<file path="config.mk">
export PLATFORM = sky130hd
export DESIGN_NAME = mem_port_arbiter
export DESIGN_NICKNAME = d
export VERILOG_FILES = /design/src/rtl/mem_port_arbiter.sv
export SDC_FILE = /design/constraint.sdc
export NUM_CORES = 1
export LEC_CHECK = 0
export CORE_AREA = 2 2 124 126
export DETAILED_ROUTE_END_ITERATION = 16
export DIE_AREA = 0 0 126 128
export SYNTH_ARGS = -nofsm -noshare
export SYNTH_HDL_FRONTEND = slang
export SYNTH_SLANG_ARGS = --single-unit
</file>
<file path="constraint.sdc">
create_clock -name clk -period 1.8 [get_ports clk]
set_clock_uncertainty 0.15 [all_clocks]
set_input_delay 0.45 -clock clk [delete_from_list [all_inputs] [get_ports clk]]
set_output_delay 0.45 -clock clk [all_outputs]
set_load 0.01 [all_outputs]
</file>
<file path="src/rtl/mem_port_arbiter.sv">
// rtl/mem_port_arbiter.sv - round-robin arbiter sharing one memory port between imem and dmem
// One outstanding transaction; responses routed to the owner; busy timeout abandons lost responses.
module mem_port_arbiter #(
    parameter int TIMEOUT = 255
) (
    input  logic        clk,
    input  logic        reset,
    input  logic [31:0] imem_in_req_addr,
    input  logic [31:0] imem_in_req_data,
    input  logic [1:0]  imem_in_req_fcn,
    input  logic [2:0]  imem_in_req_typ,
    input  logic        imem_in_req_valid,
    output logic        imem_out_req_ready,
    output logic        imem_out_res_valid,
    output logic [31:0] imem_out_res_data,
    input  logic [31:0] dmem_in_req_addr,
    input  logic [31:0] dmem_in_req_data,
    input  logic [1:0]  dmem_in_req_fcn,
    input  logic [2:0]  dmem_in_req_typ,
    input  logic        dmem_in_req_valid,
    output logic        dmem_out_req_ready,
    output logic        dmem_out_res_valid,
    output logic [31:0] dmem_out_res_data,
    output logic [31:0] mem_req_addr,
    output logic [31:0] mem_req_data,
    output logic [1:0]  mem_req_fcn,
    output logic [2:0]  mem_req_typ,
    output logic        mem_req_valid,
    input  logic        mem_req_ready,
    input  logic        mem_res_valid,
    input  logic [31:0] mem_res_data,
    output logic        timeout_err
);

    localparam int CW = $clog2(TIMEOUT + 1);
    localparam logic [CW-1:0] CNT_LAST = CW'(TIMEOUT - 1);

    typedef enum logic [1:0] {
        IDLE   = 2'd0,
        BUSY_I = 2'd1,
        BUSY_D = 2'd2
    } state_t;

    state_t        state_q, state_d;
    logic          last_q, last_d;          // 1 = dmem granted most recently
    logic [CW-1:0] cnt_q, cnt_d;
    logic          timeout_err_q, timeout_err_d;

    logic sel_d;
    logic any_valid;

    always_ff @(posedge clk) begin
        if (reset) begin
            state_q       <= IDLE;
            last_q        <= 1'b1;
            cnt_q         <= '0;
            timeout_err_q <= 1'b0;
        end else begin
            state_q       <= state_d;
            last_q        <= last_d;
            cnt_q         <= cnt_d;
            timeout_err_q <= timeout_err_d;
        end
    end

    // On a tie, the requester that was not granted last wins.
    assign any_valid = imem_in_req_valid | dmem_in_req_valid;
    assign sel_d     = dmem_in_req_valid & (~imem_in_req_valid | ~last_q);

    always_comb begin
        state_d            = state_q;
        last_d             = last_q;
        cnt_d              = cnt_q;
        timeout_err_d      = 1'b0;
        mem_req_addr       = '0;
        mem_req_data       = '0;
        mem_req_fcn        = '0;
        mem_req_typ        = '0;
        mem_req_valid      = 1'b0;
        imem_out_req_ready = 1'b0;
        dmem_out_req_ready = 1'b0;
        imem_out_res_valid = 1'b0;
        dmem_out_res_valid = 1'b0;

        case (state_q)
            IDLE: begin
                if (any_valid) begin
                    mem_req_valid = 1'b1;
                    if (sel_d) begin
                        mem_req_addr       = dmem_in_req_addr;
                        mem_req_data       = dmem_in_req_data;
                        mem_req_fcn        = dmem_in_req_fcn;
                        mem_req_typ        = dmem_in_req_typ;
                        dmem_out_req_ready = mem_req_ready;
                    end else begin
                        mem_req_addr       = imem_in_req_addr;
                        mem_req_data       = imem_in_req_data;
                        mem_req_fcn        = imem_in_req_fcn;
                        mem_req_typ        = imem_in_req_typ;
                        imem_out_req_ready = mem_req_ready;
                    end
                    if (mem_req_ready) begin
                        state_d = sel_d ? BUSY_D : BUSY_I;
                        last_d  = sel_d;
                        cnt_d   = '0;
                    end
                end
            end
            BUSY_I, BUSY_D: begin
                cnt_d = cnt_q + 1'b1;
                if (mem_res_valid) begin
                    imem_out_res_valid = (state_q == BUSY_I);
                    dmem_out_res_valid = (state_q == BUSY_D);
                    state_d            = IDLE;
                end else if (cnt_q == CNT_LAST) begin
                    state_d       = IDLE;
                    timeout_err_d = 1'b1;
                end
            end
            default: begin
                state_d = IDLE;
            end
        endcase
    end

    assign imem_out_res_data = mem_res_data;
    assign dmem_out_res_data = mem_res_data;
    assign timeout_err       = timeout_err_q;

endmodule
</file>
==> metrics.yaml <==
setup_viol: 74
ant_nets: 0
synthArstFlopShare_pct: 0
period_needed_ns: 2.16
dp_hpwl_um: 8440
synth_ff_type: "dfxtp_1"
total_power_mw: 3.60
met1_length_um: 5910
cts_tree: "yes"
diodes: 0
outcome: "finished, violations left"
drv_slew: 0
cts.clk_slew.worst_paths_ns: 0.05
die_area_um2: 16100
worst_slack_ns: -0.362
grt_pass1_vias: 3261
final_cell_mix: "140 x clkdlybuf4s50_1, 90 x nand2_1, 61 x a21oi_2"
drtIter0Drc: 67
avgSynthCellArea_um2: 5.71
vias: 3288
hold_viol: 0
avgViaCountPerCell: 4.30
netlist_area_um2: 2110
routed_wl_um: 14700
grt-ovfl-total: 0
cp-start-kind: "flip-flop"
hp-class: "reg -> reg"
cp.arrival_ns: 1.56
final_layout_size_suffix_gt1_share_pct: 52.2
clk_path_buf_depth: 2
fin_crit_sh_pct: 120
violations: "negative setup slack"
clock_latency_ns: 0.24
tns_ns: -22.13
drt_pass1_iterations: 4
die_y_um: 128
endpoint_kind: "output port"
grt_max_degree: 24
start_util_pct: 14.2
grt_use_total_pct: 16.0
synth_nets: 550
p_leak_nw: 2.47
syn2layout_area_growth_pct: 169
yosysUniqueCellTypes: 32
fp.dieW_um: 126
cp.required_ns: 1.20
final_common_cell: "clkdlybuf4s50_1"
path_class: "reg -> out"
slew_headroom_pct: 78.5
core_um2: 14900
nNetsFinal: 759
io_buffers: 218
drc_errors: 0
rsz0062_at_grt: "true"
worstPathMaxFanout: 8
r2r_setup_slack_ns: -0.07
yosysWarningCount: 0
met2_length_um: 7300
ctsHtreeMaxLevel: 1
synth_edf_count: 0
gp_congestion: 0.744
power_density_nw_per_um2: 635
num_rows: 45
stdcell_count: 765
grt_pass1_wl_um: 19900
pin_count: 315
cts-buffers-inserted: 3
ys_seq_area_share_pct: 11.4
antenna_found_initial: 0
dr.max_layer_used: "met4"
wl_met3_um: 1430
fmax_mhz: 463
cts.sinks: 12
syn-instance-count: 369
peakVddDrop_mv: 0.309
tightest_slew_ns: 0.318
maxCapViolations: 0
place_inst: 711
post_drt_wl_per_cell_um: 19.2
cts-root-buf: "clkbuf_16"
cts_hold_buf: 0
ys_ff_latch: 12
where the power goes:
group / total (mW) / internal, mW / leakage, nW / switching (mW)
clock: 0.453 / 0.335 / 0.0442 / 0.118
sequential: 0.300 / 0.285 / 0.0978 / 0.0157
combinational: 2.85 / 1.57 / 2.33 / 1.27
cells by family (layout without fill, tap and decap cells):
kind of cell | count (synthesis) | count (layout) | share of synthesized area (%)
AOI/OAI and AO/OA | 90 | 90 | 23.7
and+or+nand+nor | 166 | 166 | 32.6
buffers and inverters | 93 | 301 | 28.1
DFF | 12 | 12 | 11.4
xor gates and xnor gates | 3 | 3 | 1.25
adders and majority gates | 5 | 5 | 2.97
final cells by class:
cell class | instances | area (µm²)
inverters | 6 | 25.0
clock buffers | 4 | 88.8
repair buffers | 291 | 3120
flip-flops and latches | 12 | 244
multi-input cells | 264 | 1960
fillers | 1523 | 9190
well taps | 188 | 235
sequential cells by signal, summed over array words and instances (netlist names):
name and cells:
last_q 1, state_q 2, timeout_err 1, cnt_q 8
worst max-delay path: stages, from the launching register on:
cell	delay, ns
dfxtp_2	0.32
inv_2	0.07
ha_4	0.15
o21ai_4	0.08
buf_12	0.15
buf_12	0.13
buf_12	0.14
a21oi_4	0.15
buf_6	0.12
per-layer routing:
| layer | track usage, % | vias up |
|---|---|---|
| met4 | 1.55 | 0 |
| met3 | 5.38 | 10 |
| met5 | 0 | - |
| li1 | - | 1568 |
| met1 | 20.3 | 1509 |
| met2 | 27.3 | 201 |
repair_timing:
| action | CTS | global route |
|---|---|---|
| gates cloned | 18 | 5 |
| endpoints found under the setup margin | 83 | 78 |
| pin swaps | 34 | 44 |
| setup buffers | 24 | 15 |
| gates resized for setup | 465 | 95 |
Yosys cell counts, drive strengths merged (3+ instances only):
master  number  share of area [%]
nand2      144                 26
a21oi       74                 18
buf         66                 23
clkbuf      21                3.7
dfxtp       12                 11
inv          6                1.1
nor2         6                1.1
o21ai        6                1.4
ha           5                3.0
nand3        3               0.71
or3          3               0.89
xor2         3                1.2
final timing paths:
check	endpoint	depth (start not counted)	from
worst max-delay path	mem_req_addr[9]	8	state_q[0]
worst min-delay path	last_q	1	last_q
worst max register to register	cnt_q[7]	8	state_q[1]
worst min register to register	last_q	1	last_q
per-stage QoR:
step	utilization, %	hold slack (ns)	worst slack (ns)	area, µm²
2_1_floorplan	-	0.286	-0.0270	2150
5_1_grt	38.1	0.354	-0.411	5670
6_report	38.1	0.338	-0.362	5670
3_3_place_gp	28.6	0.325	-1.12	4240
4_1_cts	35.5	0.334	-0.358	5270
3_5_place_dp	28.6	0.330	-1.15	4240
Power figures use the tool's default switching activity.
